File: src/rtl/program_loader.sv
// Boot-time program loader: receives a length-prefixed, checksummed byte stream
// and writes 3-byte big-endian words into instruction memory while holding the CPU in reset.
module program_loader #(
  parameter int ADDR_W = 12,
  parameter int WORD_W = 19
) (
  input  logic              clk,
  input  logic              rst,
  input  logic              start,
  input  logic              in_valid,
  input  logic [7:0]        in_data,
  output logic              in_ready,
  output logic              imem_we,
  output logic [ADDR_W-1:0] imem_addr,
  output logic [WORD_W-1:0] imem_wdata,
  output logic              cpu_rst,
  output logic              busy,
  output logic              done,
  output logic              error,
  output logic [3:0]        dbg_state
);

  typedef enum logic [3:0] {
    S_IDLE   = 4'd0,
    S_LEN_HI = 4'd1,
    S_LEN_LO = 4'd2,
    S_B0     = 4'd3,
    S_B1     = 4'd4,
    S_B2     = 4'd5,
    S_WRITE  = 4'd6,
    S_CHECK  = 4'd7,
    S_DONE   = 4'd8,
    S_ERROR  = 4'd9
  } state_t;

  typedef struct packed {
    logic in_ready;
    logic busy;
    logic done;
    logic error;
    logic cpu_rst;
  } ctl_t;

  // Status flags are a pure function of the state being entered, so they are
  // registered together with the state and never lag it.
  function automatic ctl_t ctl_of(input state_t s);
    ctl_t c;
    c.in_ready = (s == S_LEN_HI) || (s == S_LEN_LO) || (s == S_B0) ||
                 (s == S_B1) || (s == S_B2) || (s == S_CHECK);
    c.busy     = !((s == S_IDLE) || (s == S_DONE) || (s == S_ERROR));
    c.done     = (s == S_DONE);
    c.error    = (s == S_ERROR);
    c.cpu_rst  = (s != S_DONE);
    return c;
  endfunction

  state_t            state;
  ctl_t              ctl;
  logic [ADDR_W-1:0] cnt;
  logic [ADDR_W-1:0] count_r;
  logic [ADDR_W-9:0] len_hi_r;
  logic [WORD_W-17:0] b0_r;
  logic [7:0]        b1_r;
  logic [7:0]        csum;
  logic              xfer;

  // Handshake: a byte moves on a posedge where in_valid && in_ready; in_valid low
  // in a receiving state leaves every register untouched.
  assign xfer = in_valid & ctl.in_ready;

  assign in_ready  = ctl.in_ready;
  assign busy      = ctl.busy;
  assign done      = ctl.done;
  assign error     = ctl.error;
  assign cpu_rst   = ctl.cpu_rst;
  assign dbg_state = state;

  always_ff @(posedge clk or posedge rst) begin
    if (rst) begin
      state      <= S_IDLE;
      ctl        <= ctl_of(S_IDLE);
      imem_we    <= 1'b0;
      imem_addr  <= '0;
      imem_wdata <= '0;
      cnt        <= '0;
      count_r    <= '0;
      len_hi_r   <= '0;
      b0_r       <= '0;
      b1_r       <= '0;
      csum       <= '0;
    end else begin
      imem_we <= 1'b0;
      case (state)
        S_IDLE, S_DONE, S_ERROR: begin
          if (start) begin
            state <= S_LEN_HI;
            ctl   <= ctl_of(S_LEN_HI);
            cnt   <= '0;
            csum  <= '0;
          end
        end
        S_LEN_HI: begin
          if (xfer) begin
            len_hi_r <= in_data[ADDR_W-9:0];
            csum     <= csum ^ in_data;
            state    <= S_LEN_LO;
            ctl      <= ctl_of(S_LEN_LO);
          end
        end
        S_LEN_LO: begin
          if (xfer) begin
            count_r <= {len_hi_r, in_data};
            csum    <= csum ^ in_data;
            if ({len_hi_r, in_data} == '0) begin
              state <= S_CHECK;
              ctl   <= ctl_of(S_CHECK);
            end else begin
              state <= S_B0;
              ctl   <= ctl_of(S_B0);
            end
          end
        end
        S_B0: begin
          if (xfer) begin
            b0_r  <= in_data[WORD_W-17:0];
            csum  <= csum ^ in_data;
            state <= S_B1;
            ctl   <= ctl_of(S_B1);
          end
        end
        S_B1: begin
          if (xfer) begin
            b1_r  <= in_data;
            csum  <= csum ^ in_data;
            state <= S_B2;
            ctl   <= ctl_of(S_B2);
          end
        end
        S_B2: begin
          if (xfer) begin
            imem_we    <= 1'b1;
            imem_addr  <= cnt;
            imem_wdata <= {b0_r, b1_r, in_data};
            csum       <= csum ^ in_data;
            state      <= S_WRITE;
            ctl        <= ctl_of(S_WRITE);
          end
        end
        S_WRITE: begin
          // cnt only advances after a write, so COUNT = 2^ADDR_W-1 ends at the top value without wrapping.
          cnt <= cnt + ADDR_W'(1);
          if (cnt == count_r - ADDR_W'(1)) begin
            state <= S_CHECK;
            ctl   <= ctl_of(S_CHECK);
          end else begin
            state <= S_B0;
            ctl   <= ctl_of(S_B0);
          end
        end
        S_CHECK: begin
          if (xfer) begin
            if (in_data == csum) begin
              state <= S_DONE;
              ctl   <= ctl_of(S_DONE);
            end else begin
              state <= S_ERROR;
              ctl   <= ctl_of(S_ERROR);
            end
          end
        end
        default: begin
          state <= S_IDLE;
          ctl   <= ctl_of(S_IDLE);
        end
      endcase
    end
  end

endmodule

File: config.mk
export PLATFORM = sky130hd
export DESIGN_NAME = program_loader
export DESIGN_NICKNAME = d
export VERILOG_FILES = /design/src/rtl/program_loader.sv
export SDC_FILE = /design/constraint.sdc
export NUM_CORES = 1
export LEC_CHECK = 0
export CORE_MARGIN = 3
export CORE_UTILIZATION = 45
export CTS_CLUSTER_DIAMETER = 50
export CTS_CLUSTER_SIZE = 25
export DETAILED_ROUTE_END_ITERATION = 10
export PLACE_DENSITY = 0.78
export RECOVER_POWER = 25
export SYNTH_ARGS = -nofsm -noshare
export SYNTH_HDL_FRONTEND = slang
export SYNTH_SLANG_ARGS = --single-unit
File: constraint.sdc
create_clock -name clk -period 4.3 [get_ports clk]
set_input_delay 0.645 -clock clk [delete_from_list [all_inputs] [get_ports clk]]
set_output_delay 0.645 -clock clk [all_outputs]
set_load 0.01 [all_outputs]
---- Word-level counts from Yosys, hierarchy flattened ----
Index checks and enable logic that the tools add are counted.
storage, ports and cells
  logic and storage cells ................. 79
  register bits after elaboration ......... 88
  input bits .............................. 12
  output and inout bits ................... 41
cells by class
  mux-type cells .......................... 24
  bitwise logic cells ..................... 2
  equal/unequal tests ..................... 20
  reduce and logical (&&, ||, !) cells .... 16
  add/sub/neg operators ................... 2
operator list
  operator               count
  $pmux 4 s8             1
  $mux 4                 7
  $pmux 5 s5             1
  $pmux 12 s2            1
  $mux 5                 4
  $eq 4x3->1 const B     4
  $mux 8                 2
  $pmux 8 s2             1
  $ne 2x2->1 const B     7
  $add 12x1->12 const B  1
  $eq 12x12->1           1
  $logic_not 12->1       1
  $mux 12                1
  $reduce_and 2->1       6
  $sub 12x1->12 const B  1
  $mux 3                 3
  $eq 4x2->1 const B     2
  $eq 4x4->1 const B     2
  $eq 8x8->1             1
  $xor 8x8->8            1
  $reduce_and 7->1       1
  $reduce_or 5->1        1
  $eq 4x1->1 const B     1
  $logic_not 4->1        1
  8 further kinds        12

---- Depth between registers and ports, before layout ----
Gate-level depths: netlist of run 1.
  depth after elaboration ................. 4
  gate-level depth with buffers ........... 7
  mapped depth without buffers ............ 7

---- Worst setup path before layout of run 1 ----
Ideal clock, no wire load.
  path type ............................... input-to-reg
  start ................................... in in_data[2]
  end ..................................... reg ctl, in the netlist cpu_rst
  arrival ................................. 1754 ps
  stages .................................. 5
  setup time .............................. 82 ps
  path buffers ............................ 1
  slack ................................... 2464 ps
  required time ........................... 4218 ps
  cells stage by stage .................... clkbuf_1 > xnor2_1 > nand4_1 > or3_1 > mux2_2
between the ends
  word-level cells in the longest chain between the ends .. 4
ends and longest elaborated chain
  item                  RTL line  RTL
  start, declared       11        input logic [7:0] in_data,
  $eq 8x8->1            162       if (in_data == csum) begin
  $mux 3                162
  $mux 5                161       if (xfer) begin
  $pmux 5 s5            93        case (state)
  end signal, assigned  97        ctl <= ctl_of(S_LEN_HI);
  end signal, assigned  164       ctl <= ctl_of(S_DONE);
  end signal, assigned  167       ctl <= ctl_of(S_ERROR);
  end, declared         58        ctl_t ctl;
No other way between the ends. The select of a mux whose other input is x is not followed.
A chain may end at the register's enable or synchronous reset.

---- Worst setup path after layout of run 1 ----
  start ................................... in in_valid
  end ..................................... reg imem_wdata[12]
between the ends
  word-level cells in the longest chain between the ends .. 2
ends and longest elaborated chain
  item                               RTL line  RTL
  start, declared                    10        input logic in_valid,
  $and 1x1->1                        69        assign xfer = in_valid & ctl.in_ready;
  $reduce_and 2->1 (no source line)  --
  end signal, assigned               143       imem_wdata <= {b0_r, b1_r, in_data};
  end, declared                      15        output logic [WORD_W-1:0] imem_wdata,
No other way between the ends.

==> results of run 1 <==
[cell usage in the layout, fill, tap and decap left out, types with 4 or more instances in the layout]
cell type        synthesis  layout
nand4_1                  8       8
nor4_1                   4       4
inv_1                    7       6
xor2_1                   9       9
clkbuf_8                 0       9
nand2_1                 65      65
mux2i_1                  4       4
nor2b_1                  5       5
o21ai_1                  9       9
mux2_4                  17      17
o31ai_1                  6       6
mux2_2                  27      27
xnor2_1                 15      15
nand3_1                 10      10
nor2_1                  17      17
a21oi_1                  9       9
o211ai_1                 4       4
dfrtp_1                 87      87
clkdlybuf4s50_1          0      50
nand2b_1                12      12
o21ai_0                 23      23
[how the worst max path moves through the flow]
stage	endpoint	cells after the start	slack, ns	startpoint
3_5_place_dp	imem_wdata[12]	7	1.31	in_valid
2_1_floorplan	b0_r[0]	1	1.38	rst
4_1_cts	imem_wdata[12]	6	1.72	dbg_state[0]
3_3_place_gp	imem_addr[5]	7	1.41	in_valid
6_report	imem_wdata[12]	7	1.66	in_valid
5_1_grt	busy	3	1.23	rst
[sequential cells by signal, summed over array words and instances, names as in the netlist]
| register | count |
|---|---|
| imem_addr | 12 |
| b0_r | 3 |
| csum | 8 |
| in_ready | 1 |
| done | 1 |
| dbg_state | 4 |
| cpu_rst | 1 |
| cnt | 12 |
| b1_r | 8 |
| imem_wdata | 19 |
| imem_we | 1 |
| error | 1 |
| busy | 1 |
| len_hi_r | 4 |
| count_r | 12 |
[critical path, delay by kind of cell]
| kind | cells | cell delay, ns |
|---|---|---|
| buf+inv | 3 | 1.27 |
| simple gates | 4 | 1.01 |
[logic make-up (layout without fill, tap and decap cells)]
family                   count (synthesis)  in the layout  share of synthesized area
flip-flops                              88             88                      0.512
adder cells (fa/ha/maj)                  2              2                    0.00582
multiplexers                            48             48                      0.139
buffers and inverters                   27             78                     0.0320
AND/OR/NAND/NOR                        141            141                      0.162
XOR/XNOR                                24             24                     0.0489
AO/OA/AOI/OAI                           68             68                     0.0992
[per-layer routing]
layer,up-vias,part of all wire,global-route usage
met3,22,0.037,0.0343
met5,-,0,0
li1,1481,-,-
met4,0,0.026,0.0826
met1,1513,0.45,0.228
met2,67,0.49,0.295
[cell type report]
cell class              count  area [sq um]  share of cell area
inverters                   7          27.5             0.00541
clock buffers               9           124              0.0243
multi-input cells         283          1960               0.385
repair buffers             55           539               0.106
clock inverters             7          75.1              0.0147
well taps                 129           161              0.0317
flip-flops and latches     88          2200               0.433
[power groups by stage]
| stage | Combinational, mW | Sequential, mW | Clock [mW] |
|---|---|---|---|
| floorplan | 0.953 | 1.43 | 0 |
| global placement | 1.35 | 1.47 | 0 |
| detailed placement | 1.40 | 1.48 | 0 |
| CTS | 1.42 | 1.47 | 0.584 |
| global route | 1.54 | 1.53 | 0.623 |
| finish | 1.40 | 1.47 | 0.568 |
==> flow_summary.toml, run 1 <==
[critical_path]
cpMostUsedCell = "nand2_1"
crit_arrival_ns = 2.96
required_ns = 4.61
r2r-start = "dbg_state[0]"
crit_chain = "dlygate4sd3_1 > nand3_1 > or3_1 > buf_4 > inv_1 > nand2_1 > nand2_1"
crit_type = "in2reg"
crit_path_max_fanout = 21
timing.rr.end = "imem_wdata[12]"
reg2regPathDepth = 6
r2r_slack_ns = 1.74
slowest_stage = "or3_1"
critPathMaxStageDelay_ns = 0.68
cp-end-kind = "flop"
crit_path_start_kind = "input port"

[placed_design]
dp_hpwl_um = 6420
io_buffers = 52
gp_congestion = 0.827
place_ws_ns = 1.31
place_area_sq_mm = 0.00489
dp_cells = 562

[power_and_ir_drop]
intPower_mw = 2.13
swShare = 0.380
cellPowerDensity_mw_per_mm2 = 676
power_frac_clock = 0.165
total_power_mw = 3.44
p_leak_nw = 2.27
power_frac_comb = 0.408
p_sw_mw = 1.31
p_seq_frac = 0.427
ir_drop_v = 0.000222

[routing]
drtAntennaViolNets = 0
drc_errors = 0
vias = 3083
routedWlPerCell_um = 15.8
drt_iter0_drc = 217
first_pass_iters = 4
viasPerCell = 5.33
wl_um = 9120

[yosys]
synth_nets = 412
async_flop_share = 1.00
synth_cells = 398
synth_common_cells = "dfrtp_1, nand2_1, mux2_2, o21ai_0"
yosysTopAreaCell = "dfrtp_1"
ys.flop_type = "dfrtp_1"
synth_area_sq_mm = 0.00430
synth_top_area_share = 0.506
yosysSeqAreaShare = 0.512
synth-edff-count = 0
ys_types = 51
synth_seq_cells = 88
synth_area_leaders = "dfrtp_1, mux2_2, mux2_4"
synth_area_per_cell_sq_um = 10.8
synth_warnings = 0
yosysMostFrequentCell = "dfrtp_1"

[layout]
nNetsFinal = 458
fin_util = 0.548
fin_area_sq_mm = 0.00509
num_antenna_cells = 0
area_growth_pct = 18.4
drive_above_1_share = 0.158
final.fill_count = 825
finalNonFillerCells = 578

[sta]
relSlewSlack = 0.0128
setup_ws_ns = 1.66
setup_viol = 0
holdWs_ns = 0.476
rsz0062_at_grt = "no"
slew_viol_final = 0
fmax_mhz = 379
fin_skew_ns = 0.0134
tightest_slew_ns = 1.47
hold_viol = 0
min_period_ns = 2.64
min_period_over_period = 0.614
setup_tns_ns = 0

[clock_tree]
cts_sinks = 88
h-tree-depth = 3
clkSlewWorstSetupHoldPaths_ns = 0.10
root_buffer = "clkbuf_8"
ctsResizeCount = 0
cts_inserted_buffers = 9
post_cts_buffers = 0
hold_buffers = 0
clock_path_buffers = 2
clock_latency_ns = 0.37
cts_tree = "done"

[status]
failed_checks = "max-capacitance violations"
outcome = "complete, but fails checks"

[die]
initial_core_util = 0.463
fp-row-count = 35
coreArea_sq_mm = 0.00928
dieArea_sq_mm = 0.0108
die_w_um = 104
die_height_um = 104
ios = 53

[run]
cap_violations = 1

[global_route]
grt_pass1_wl_um = 15500
gr-total-overflow = 0
grt_pass1_vias = 3140
antenna_found_initial = 0
grt_usage = 0.179
grt_max_degree = 36

[hold_path]
min_path_type = "reg2reg"
hold_depth = 2
min_from = "b0_r[2]"
worstHoldEndpoint = "imem_wdata[18]"
(Power assumes the default switching activity.)
==> inputs of run 2 (changes only) <==
--- a/config.mk
+++ b/config.mk
@@ -10,7 +10,7 @@
 export CTS_CLUSTER_DIAMETER = 50
 export CTS_CLUSTER_SIZE = 25
 export DETAILED_ROUTE_END_ITERATION = 10
-export PLACE_DENSITY = 0.78
+export PLACE_DENSITY = 0.8
 export RECOVER_POWER = 25
 export SYNTH_ARGS = -nofsm -noshare
 export SYNTH_HDL_FRONTEND = slang
==> constraint.sdc (replaced) <==
create_clock -name clk -period 2.4 [get_ports clk]
set_input_delay 0.36 -clock clk [delete_from_list [all_inputs] [get_ports clk]]
set_output_delay 0.36 -clock clk [all_outputs]
set_load 0.01 [all_outputs]
==> run 2 against run 1 <==
The run now ends clean. Hold slack about the same. Design area grew 2.5%. Global-route usage increased by 0.15 points. Setup slack got worse by 1.4 ns. Combinational power increased by 91%. Sequential power rose by 75%. Sequential cell count stayed put. Sequential share of layout area decreased by 1.1 points. Non-clock buffer count increased by 16. Register-to-register slack worse by 1.5 ns. Clock skew shrank 0.0021 ns. Critical path type is now reg2reg. Critical endpoint is now dbg_state[2].
==> flow_summary.toml, run 2 (synthesized netlist as in run 1, its figures left out) <==
[critical_path]
reg2regPathDepth = 7
timing.rr.end = "dbg_state[2]"
crit_type = "reg2reg"
cp-end-kind = "flop"
crit_path_start_kind = "flop"
crit_arrival_ns = 2.38
r2r-start = "count_r[0]"
required_ns = 2.65
crit_path_max_fanout = 4
r2r_slack_ns = 0.27

[sta]
tightest_slew_ns = 1.44
fmax_mhz = 470
min_period_ns = 2.13
rsz0062_at_grt = "no"
setup_tns_ns = 0
slew_viol_final = 0
fin_skew_ns = 0.0113
relSlewSlack = 0.0424
hold_viol = 0
setup_viol = 0
min_period_over_period = 0.887
holdWs_ns = 0.475

[placed_design]
gp_congestion = 0.863
place_area_sq_mm = 0.00504
io_buffers = 52
dp_hpwl_um = 6790

[hold_path]
min_from = "b1_r[0]"
min_path_type = "reg2reg"
hold_depth = 2
worstHoldEndpoint = "imem_wdata[8]"

[run]
cap_violations = 0

[layout]
nNetsFinal = 474
area_growth_pct = 21.4
num_antenna_cells = 0
fin_util = 0.562
fin_area_sq_mm = 0.00522
multi_input_area_sq_mm = 0.00196
seqCellArea_sq_mm = 0.00220
largest_reg_flops = 19
final_common_cell = "dfrtp_1"
final_cell_mix = "dfrtp_1, nand2_1, clkdlybuf4s50_1"
final.fill_count = 776
drive_above_1_share = 0.187
top_register = "imem_wdata"

[die]
die_height_um = 104
coreArea_sq_mm = 0.00928
die_w_um = 104
ios = 53
fp-row-count = 35
initial_core_util = 0.463
dieArea_sq_mm = 0.0108

[power_and_ir_drop]
power_frac_clock = 0.162
p_sw_mw = 2.37
power_frac_comb = 0.427
p_leak_nw = 2.36
intPower_mw = 3.89
cellPowerDensity_mw_per_mm2 = 1200
ir_drop_v = 0.000405
swShare = 0.378
p_seq_frac = 0.411

[clock_tree]
cts_tree = "done"
clkSlewWorstSetupHoldPaths_ns = 0.10
post_cts_buffers = 0
cts_inserted_buffers = 9
ctsResizeCount = 0
cts_sinks = 88
clock_latency_ns = 0.37
root_buffer = "clkbuf_8"
h-tree-depth = 3
hold_buffers = 0
clock_path_buffers = 2

[routing]
viasPerCell = 5.39
vias = 3204
first_pass_iters = 4
drt_iter0_drc = 154
routedWlPerCell_um = 15.8
drtAntennaViolNets = 0
wl_um = 9370
drc_errors = 0

[global_route]
grt_usage = 0.180
grt_max_degree = 57
grt_pass1_wl_um = 15800
antenna_found_initial = 0
gr-total-overflow = 0
grt_pass1_vias = 3258

[status]
outcome = "completed"
## run 2: changes by cell type in the layout (fill, tap and decap cells not counted)
cell             delta
buf_4              +15
clkbuf_1            -1
clkbuf_2            +1
clkdlybuf4s50_1     +1
clkinv_8            +1
dlygate4sd3_1       -1
dlymetal6s4s_1      +1
inv_6               +1
inv_8               -2
## run 2: worst max path at each step
stage | to | startpoint | cells past startpoint | slack [ns]
after detailed placement | csum[5] | start | 6 | 0.23
after CTS | dbg_state[2] | count_r[0] | 7 | 0.26
after global routing | dbg_state[2] | count_r[0] | 7 | 0.13
after floorplan | dbg_state[2] | count_r[0] | 7 | 0.61
final | dbg_state[2] | count_r[0] | 7 | 0.27
after global placement | imem_addr[7] | in_valid | 5 | 0.27
## run 2: per-layer routing
layer	vias up	GRT usage	part of all wire
met5	-	0	0
met4	0	0.0836	0.028
met3	22	0.0243	0.030
met2	62	0.307	0.51
met1	1606	0.228	0.43
li1	1514	-	-
## run 2: worst max-delay path, stage by stage, from the launching register on
cell and delay, ns:
dfrtp_1 0.43, inv_1 0.09, ha_1 0.24, nor3b_1 0.45
xor2_1 0.12, o211a_1 0.22, o21a_1 0.17, o31ai_1 0.30
## run 2: final cells by class
cell class	instances	area share
Inverter	7	0.00527
Clock buffer	9	0.0237
Tap cell	129	0.0309
Multi-Input combinational cell	283	0.375
Timing Repair Buffer	71	0.128
Sequential cell	88	0.422
Clock inverter	7	0.0149
## run 2: power groups by stage
stage / registers, mW / logic, mW / clock network, mW
after floorplan: 2.55 / 1.71 / 0
after global placement: 2.56 / 2.57 / 0
after detailed placement: 2.59 / 2.67 / 0
after CTS: 2.57 / 2.69 / 1.03
after global routing: 2.66 / 2.92 / 1.09
final: 2.57 / 2.67 / 1.01
## run 2: through the flow
step / setup WS [ns] / total power [mW] / instances
detailed placement: 0.231 / 5.27 / 578
floorplan: 0.611 / 4.26 / 398
global route: 0.135 / 6.67 / 594
global placement: 0.265 / 5.13 / 578
finish: 0.270 / 6.26 / 594
CTS: 0.257 / 6.29 / 594
==> inputs of run 3 (changes only) <==
--- a/config.mk
+++ b/config.mk
@@ -6,11 +6,11 @@
 export NUM_CORES = 1
 export LEC_CHECK = 0
 export CORE_MARGIN = 3
-export CORE_UTILIZATION = 45
+export CORE_UTILIZATION = 50
 export CTS_CLUSTER_DIAMETER = 50
 export CTS_CLUSTER_SIZE = 25
 export DETAILED_ROUTE_END_ITERATION = 10
-export PLACE_DENSITY = 0.8
+export PLACE_DENSITY = 0.87
 export RECOVER_POWER = 25
 export SYNTH_ARGS = -nofsm -noshare
 export SYNTH_HDL_FRONTEND = slang
==> run 3 against run 2 <==
Via count increased by 1.2%. Utilization increased by 6.3 points. Maximum frequency increased by 2.4%. Largest cell class unchanged. Power increased by 2.2%. Count of clock-buffer cells in the layout unchanged. Critical endpoint unchanged. Global-route usage increased by 3.1 points. Sequential cell count unchanged. Highest routed layer unchanged. Clock skew increased by 0.0040 ns. Critical path depth unchanged.
==> flow_summary.toml, run 3 (synthesized netlist as in run 1, its figures left out) <==
[status]
outcome = "completed"

[critical_path]
timing.rr.end = "dbg_state[2]"
slowest_stage = "dfrtp_1"
endpoint = "dbg_state[2]"
reg2regPathDepth = 7
required_ns = 2.63
critPathMaxStageDelay_ns = 0.45
crit_path_start_kind = "flop"
crit_type = "reg2reg"
r2r_slack_ns = 0.32
r2r-start = "count_r[0]"
cp-startpoint = "count_r[0]"
cp-end-kind = "flop"
crit_path_max_fanout = 4
crit_chain = "inv_1 > ha_1 > nor3b_2 > xor2_1 > o211a_1 > o21a_1 > o31ai_1"
crit_arrival_ns = 2.31

[clock_tree]
clock_path_buffers = 2
clkSlewWorstSetupHoldPaths_ns = 0.09
cts_inserted_buffers = 9
clock_latency_ns = 0.37
hold_buffers = 0
h-tree-depth = 3
cts_sinks = 88
cts_tree = "done"
root_buffer = "clkbuf_8"

[sta]
relSlewSlack = 0.348
tightest_slew_ns = 0.979
holdWs_ns = 0.471
hold_viol = 0
fin_skew_ns = 0.0153
slew_viol_final = 0
setup_viol = 0
rsz0062_at_grt = "no"
fmax_mhz = 481
min_period_over_period = 0.867
setup_tns_ns = 0
min_period_ns = 2.08

[die]
fp-row-count = 33
die_w_um = 98.7
coreArea_sq_mm = 0.00830
initial_core_util = 0.518
dieArea_sq_mm = 0.00975
ios = 53
die_height_um = 98.7

[layout]
fin_util = 0.626
fin_area_sq_mm = 0.00519
seqCellArea_sq_mm = 0.00220
final_common_cell = "dfrtp_1"
multi_input_area_sq_mm = 0.00196
nNetsFinal = 474
top_register = "imem_wdata"
drive_above_1_share = 0.191
largest_reg_flops = 19
num_antenna_cells = 0
final_cell_mix = "dfrtp_1, nand2_1, clkdlybuf4s50_1"
final.fill_count = 620
area_growth_pct = 20.7

[global_route]
gr-total-overflow = 0
antenna_found_initial = 0
grt_pass1_wl_um = 16300
grt_usage = 0.211
grt_max_degree = 76
grt_pass1_vias = 3289

[placed_design]
dp_hpwl_um = 6780
io_buffers = 52
gp_congestion = 0.838
place_area_sq_mm = 0.00500

[routing]
first_pass_iters = 5
drtAntennaViolNets = 0
vias = 3242
drt_iter0_drc = 193
viasPerCell = 5.69
wl_um = 9720
drc_errors = 0
routedWlPerCell_um = 17.0

[power_and_ir_drop]
swShare = 0.373
cellPowerDensity_mw_per_mm2 = 1230
ir_drop_v = 0.000471
total_power_mw = 6.39
intPower_mw = 4.01
power_frac_comb = 0.428
p_leak_nw = 2.36
p_seq_frac = 0.407
power_frac_clock = 0.165
p_sw_mw = 2.38

[run]
cap_violations = 0

[hold_path]
min_path_type = "in2async"
-- run 3: cell types whose count changed in the layout (fill, tap and decap cells not counted) --
cell	delta
dlymetal6s4s_1	-1
clkbuf_4	+1
buf_4	+1
nor3b_2	+1
inv_6	+2
clkinv_8	-2
clkbuf_2	-1
nor3b_1	-1
clkinv_4	-1
bufinv_16	+1
inv_8	-1
clkinv_2	+1
-- run 3: worst max-delay path, delay by kind of cell, from the launching register on --
kind                     cells  cell delay [ns]
AO/OA/AOI/OAI                3             0.73
buffers and inverters        1             0.10
AND/OR/NAND/NOR              1             0.32
XOR/XNOR                     1             0.11
flip-flops                   1             0.45
adder cells (fa/ha/maj)      1             0.23
-- run 3: area by class of cell --
| class | instances | area share |
|---|---|---|
| inverter | 7 | 0.00530 |
| tap | 105 | 0.0253 |
| sequential | 88 | 0.424 |
| timing repair buffer | 71 | 0.128 |
| clock inverter | 7 | 0.0149 |
| multi-input combinational | 283 | 0.378 |
| clock buffer | 9 | 0.0239 |
-- run 3: how the worst min path moves through the flow --
stage | end | cells past startpoint | from | slack, ns
4_1_cts | imem_addr[0] | 2 | rst | 0.30
3_5_place_dp | imem_wdata[8] | 2 | b1_r[0] | 0.45
6_report | imem_addr[0] | 2 | rst | 0.47
2_1_floorplan | imem_wdata[10] | 2 | b1_r[2] | 0.43
3_3_place_gp | imem_wdata[10] | 2 | b1_r[2] | 0.44
5_1_grt | imem_wdata[17] | 2 | b0_r[1] | 0.51
-- run 3: stage by stage --
stage | cells | worst slack, ns
after floorplan | 398 | 0.611
after global placement | 554 | 0.185
after detailed placement | 554 | 0.132
after CTS | 570 | 0.208
after global routing | 570 | 0.189
final | 570 | 0.320
-- run 3: metal layers --
| metal | routed length [um] | vias up | global-route usage | share of wire |
|---|---|---|---|---|
| li1 | - | 1509 | - | - |
| met1 | 4130 | 1628 | 0.264 | 0.43 |
| met2 | 4930 | 81 | 0.346 | 0.51 |
| met3 | 374 | 24 | 0.0495 | 0.038 |
| met4 | 274 | 0 | 0.0966 | 0.028 |
| met5 | 0 | - | 0 | 0 |
-- run 3: repair_timing --
| action | CTS | global route |
|---|---|---|
| resized for setup | 0 | 1 |
| setup endpoints to repair | 0 | 1 |
| setup buffers | 0 | 0 |
-- run 3: power by group through the flow --
stage	clock network, mW	registers [mW]	logic, mW
after global routing	1.14	2.68	2.98
after CTS	1.08	2.59	2.75
final	1.06	2.60	2.74
after floorplan	0	2.55	1.71
after detailed placement	0	2.60	2.72
after global placement	0	2.56	2.60
